==> src/rtl/router_out_arbiter.sv <==
// Output-port arbiter for a router: round-robin selection among n_in input
// FIFOs, then a single-word transfer to the downstream FIFO. Flow control
// towards the FIFOs is handled by push_dst/pop_out.
module router_out_arbiter #(
    parameter int unsigned pckg_sz = 40,
    parameter int unsigned n_in    = 4
) (
    input  logic                    clk,
    input  logic                    reset,
    input  logic [n_in-1:0]         pndng_in,
    input  logic [n_in*pckg_sz-1:0] data_in,
    output logic [n_in-1:0]         pop_out,
    input  logic                    full_dst,
    output logic                    push_dst,
    output logic [pckg_sz-1:0]      data_dst,
    output logic [n_in-1:0]         grant,
    output logic [15:0]             sent_cnt
);

    localparam int unsigned IDX_W = (n_in > 1) ? $clog2(n_in) : 1;
    localparam int unsigned CNT_W = 16;

    typedef enum logic {
        IDLE = 1'b0,
        SEND = 1'b1
    } state_t;

    state_t               state;
    logic [IDX_W-1:0]     last;
    logic [IDX_W-1:0]     gidx;
    logic [IDX_W-1:0]     win;
    logic [pckg_sz-1:0]   win_data;
    logic                 found;
    logic                 gnt_pend;

    // Binary index of the current owner and whether it is still pending
    always_comb begin
        gidx = '0;
        for (int unsigned i = 0; i < n_in; i++) begin
            if (grant[i]) begin
                gidx = IDX_W'(i);
            end
        end
        gnt_pend = |(pndng_in & grant);
    end

    // Round-robin search starting just after the last served port
    always_comb begin
        win      = last;
        found    = 1'b0;
        win_data = '0;
        for (int unsigned k = 1; k <= n_in; k++) begin
            if (!found && pndng_in[IDX_W'((32'(last) + k) % n_in)]) begin
                win   = IDX_W'((32'(last) + k) % n_in);
                found = 1'b1;
            end
        end
        for (int unsigned i = 0; i < n_in; i++) begin
            if (win == IDX_W'(i)) begin
                win_data = data_in[i*pckg_sz +: pckg_sz];
            end
        end
    end

    // Transfer strobes fire in SEND when the owner still has data and there is room
    assign push_dst = (state == SEND) && gnt_pend && !full_dst;
    assign pop_out  = push_dst ? grant : '0;

    // Arbitration FSM with grant, captured word, priority pointer and counter
    always_ff @(posedge clk or posedge reset) begin
        if (reset) begin
            state    <= IDLE;
            grant    <= '0;
            data_dst <= '0;
            sent_cnt <= '0;
            last     <= IDX_W'(n_in - 1);
        end else begin
            case (state)
                IDLE: begin
                    if (|pndng_in) begin
                        grant    <= n_in'(1) << win;
                        data_dst <= win_data;
                        state    <= SEND;
                    end
                end
                SEND: begin
                    if (!gnt_pend) begin
                        grant <= '0;
                        state <= IDLE;
                    end else if (!full_dst) begin
                        last     <= gidx;
                        sent_cnt <= sent_cnt + CNT_W'(1);
                        grant    <= '0;
                        state    <= IDLE;
                    end
                end
                default: begin
                    grant <= '0;
                    state <= IDLE;
                end
            endcase
        end
    end

endmodule

==> config.mk <==
export PLATFORM = sky130hd
export DESIGN_NAME = router_out_arbiter
export DESIGN_NICKNAME = d
export VERILOG_FILES = /design/src/rtl/router_out_arbiter.sv
export SDC_FILE = /design/constraint.sdc
export NUM_CORES = 1
export LEC_CHECK = 0
export BUFFER_PORTS_ARGS = -buffer_cell sky130_fd_sc_hd__buf_2
export CORE_ASPECT_RATIO = 0.75
export CORE_UTILIZATION = 35
export DETAILED_ROUTE_END_ITERATION = 8
export PLACE_DENSITY = 0.76
export SETUP_SLACK_MARGIN = 0.4
export SYNTH_ARGS = -nofsm -noshare
export SYNTH_HDL_FRONTEND = slang
export SYNTH_SLANG_ARGS = --single-unit
export TNS_END_PERCENT = 20
==> constraint.sdc <==
create_clock -name clk -period 2.61 [get_ports clk]
set_input_delay 0.522 -clock clk [delete_from_list [all_inputs] [get_ports clk]]
set_output_delay 0.522 -clock clk [all_outputs]
set_load 0.02 [all_outputs]
==> flow_results.org <==
** Pwr
- Combinational logic is responsible for 50.2% of the overall power.
- Fraction of power consumed by sequential logic :: 27.8%
- For this design the static power due to leakage is 2.88 nW.
- Clock power share :: 22.0%
- Switch Pwr :: 2.46 mW
- The internal portion of the total power is 3.48 mW.
- Pwr Total :: 5.94 mW
- The worst-case IR drop observed on VDD is 0.485 mV.
- Power per Cell Area :: 1130 nW/um^2
- In this run switching power makes up 41.4% of total power.

** Timing
- Max Fclk :: 470 MHz
- Final hold analysis gives a worst-case slack of 0.287 ns.
- Setup repair after global routing could not meet its margin everywhere.
- The count of pins over their slew limit is 0.
- Setup total negative slack on the finished layout was measured at 0 ns.
- Clock period minus worst slack :: 2.13 ns
- Setup violations remaining at the end of the flow were counted as 0.
- For the final database, setup skew stands at 0.00723 ns.
- Setup slack closes at 0.482 ns.
- Slew of the pin with the lowest slew margin :: 0.659 ns
- Final worst path period share :: 81.5%
- Relative max-transition margin :: 56.0%
- The total count of hold-check failures in the final report was 0.

** Final layout
- Cells with a size suffix above 1 make up 47.5% of the layout.
- Area of all placed cells without fillers :: 5280 um^2
- Layout Nets :: 736
- Final std cells w/o fill :: 705
- 0 antenna diodes ended up in the layout.
- Once layout is complete, the utilization of the core stands at 53.6%.
- Compared with the post-synthesis result, the final layout area differs by 46.3%.

** Logic synthesis
- Summed instance area of the synthesized netlist :: 3610 um^2
- Part of the Yosys area used for sequential elements :: 43.8%
- The synthesized netlist contains 35 unique library cells.
- Counting flops with an async set or reset pin after synthesis yields a share of 100%.
- Counting every net in the synthesized netlist gives 505.
- #FFs+latches synth :: 63
- Commonest register cell after synthesis :: sky130_fd_sc_hd__dfrtp_1
- Averaged over all synthesized cells, the footprint is 10.7 um^2.
- Post-Syn Instances :: 337
- Number of warning messages in the yosys log :: 0
- Number of enable flip-flop cells after synthesis :: 0

** Placement
- Port-buffer cells :: 231
- Routability congestion estimate :: 0.857
- After detailed placement, the design holds a cell count of 687.
- The HPWL after detailed placement is 8050 um.
- At the placement stage, the worst setup path has a slack of 0.393 ns.
- After detailed placement, the total cell area comes to 4920 um^2.

** Critical path
- The critical path in this run is classified as reg2out.
- For this design, the slowest cell found on the critical path is sky130_fd_sc_hd__a211oi_4.
- Max Fanout on Critical Path :: 10
- Crit. End Element :: output pin
- Worst reg2reg path depth :: 7
- STA puts the critical path data arrival time at 1.61 ns.
- STA classifies the critical path startpoint as a flip-flop.
- Cell Chain, Critical Path :: a22oi_2 -> a211oi_4 -> and2_1 -> buf_2
- Worst EP required :: 2.09 ns
- On the worst path, the slowest cell contributes a delay of 0.42 ns.
- The worst register-to-register path has a setup slack of 0.60 ns.

** Global routing
- Global-route wire length before repair :: 15900 um
- In the global route stage, overall resource usage came out at 18.8%.
- Number of global-route vias before repair :: 3413
- The initial antenna violation count was 0.
- Maximum number of pins on one net before global-route repair :: 42
- Overflow left after global routing :: 0

** Route
- Detail-routed net length per standard cell :: 14.8 um
- Summed over all layers, the routed wires come to 10500 um.
- Final antenna-violating net count :: 0
- After detailed routing, the number of remaining DRC violations is 0.
- Total iterations of the first detailed-routing run :: 4
- In the routed layout, each cell is associated on average with a via count of 5.14.
- Summing over every cut layer, the via total after detailed routing is 3622.
- DR iter-0 viols :: 126

** Clock tree
- Total CTS buffers :: 9
- Buffer cell driving the clock tree root :: sky130_fd_sc_hd__clkbuf_16
- The longest clock path from root to sink contains 2 buffers.
- Hold repair after CTS inserted 0 buffers.
- Sinks on Clock Net :: 63
- TritonCTS built the clock tree.
- Clock-pin slew was measured on the worst setup and hold paths at 0.06 ns.
- Worst-skew pair later-pin latency :: 0.32 ns
- Deepest level of the CTS H-tree :: 3

** Floorplanning
- Full die area :: 10700 um^2
- Measured along the y axis, the die boundary spans 89.9 um.
- The floorplan step set the die width to 119 um.
- Standard-cell row count :: 31
- Number of top-level design ports :: 232
- Core Area :: 9850 um^2
- Initial core utilization :: 36.6%

** Min path
- Classification of the worst-slack hold path :: in2async

** Status
- The run finished with clean final reports.

** Job
- Total of max-cap violations :: 0
## sequential cells by signal, summed over array words and instances, names as in the netlist
name and cells:
data_dst 40, sent_cnt 16, grant 4, last 2, state 1
## kinds of logic after synthesis
logic type | after synthesis | synth area share (%)
mux | 82 | 22.8
flops | 63 | 43.8
simple gates | 83 | 10.6
compound gates | 57 | 13.2
buf+inv | 36 | 5.55
fa+ha+maj | 1 | 0.347
xor+xnor | 15 | 3.64
## cell usage after synthesis (all sizes together), types with 2 or more instances
cell	count	share of area (%)
xor2	3	0.73
dfstp	2	1.5
clkbuf	13	1.4
buf	13	3.2
nand3	4	0.69
nor4	2	0.52
nand2	49	5.1
xnor2	12	2.9
dfrtp	61	42
a21oi	3	0.42
nand4	11	1.9
o221ai	41	10
nor2	7	0.73
mux2i	81	22
a22oi	3	0.76
nand2b	2	0.35
a31oi	2	0.35
and2	4	0.69
inv	10	1.0
o22ai	4	0.69
and3	2	0.35
o21ai	2	0.28
## power by group through the flow
stage	Sequential (mW)	Clock, mW	Combinational, mW
2_1_floorplan	2.06	0	1.64
3_3_place_gp	1.64	0	2.87
3_5_place_dp	1.67	0	2.98
4_1_cts	1.66	1.34	2.97
5_1_grt	1.71	1.39	3.22
6_report	1.65	1.31	2.98
## path summary, 6_finish.rpt
kind	from	to
min in group clk	data_dst[28]$_DFFE_PP0P_	data_dst[28]$_DFFE_PP0P_
max in group asynchronous	reset	data_dst[25]$_DFFE_PP0P_
worst min-delay path	reset	sent_cnt[1]$_DFFE_PP0P_
worst max register to register	last[0]$_DFFE_PP1P_	data_dst[1]$_DFFE_PP0P_
worst min register to register	data_dst[28]$_DFFE_PP0P_	data_dst[28]$_DFFE_PP0P_
worst max-delay path	grant[3]$_DFFE_PP0P_	pop_out[3]
## critical path: cells and delay by family (launching register included)
family	cells	cell delay, ns
simple gates	1	0.18
buf+inv	1	0.16
compound gates	2	0.54
flops	1	0.41
## metal layers
| layer | GRT usage [%] | part of all wire, % | up-vias |
|---|---|---|---|
| met1 | 21.7 | 40 | 1734 |
| met2 | 34.1 | 52 | 159 |
| met3 | 5.14 | 7.2 | 8 |
| met4 | 5.17 | 0.89 | 0 |
| li1 | - | - | 1721 |
| met5 | 0 | 0 | - |
## layout by cell type (no fill, tap or decap), types with 2 or more instances in the layout
master                      instances
sky130_fd_sc_hd__buf_2            231
sky130_fd_sc_hd__mux2i_1           81
sky130_fd_sc_hd__dfrtp_1           61
sky130_fd_sc_hd__nand2_1           49
sky130_fd_sc_hd__o221ai_1          40
sky130_fd_sc_hd__xnor2_1           12
sky130_fd_sc_hd__nand4_1           11
sky130_fd_sc_hd__buf_4             11
sky130_fd_sc_hd__clkbuf_16          9
sky130_fd_sc_hd__inv_1              8
sky130_fd_sc_hd__nor2_1             7
sky130_fd_sc_hd__o22ai_1            4
sky130_fd_sc_hd__and2_1             4
sky130_fd_sc_hd__buf_12             4
sky130_fd_sc_hd__nand3_1            3
sky130_fd_sc_hd__a21oi_1            3
sky130_fd_sc_hd__xor2_1             3
sky130_fd_sc_hd__inv_6              3
sky130_fd_sc_hd__a22oi_1            2
sky130_fd_sc_hd__and3_1             2
sky130_fd_sc_hd__inv_2              2
sky130_fd_sc_hd__a31oi_1            2
sky130_fd_sc_hd__clkinv_4           2
sky130_fd_sc_hd__bufinv_16          2
sky130_fd_sc_hd__dfstp_2            2
## timing repair
action                     CTS  global route
setup buffers                0             2
setup endpoints to repair    0            34
gates resized for setup      0             0
## layout make-up
cell class              instances  area [um^2]
well taps                     132          165
clock buffers                   9          225
fillers                       881         4570
clock inverters                 7          104
flip-flops and latches         63         1580
multi-input cells             238         1850
repair buffers                246         1320
inverters                      10         37.5
Power figures use the tool's default switching activity.
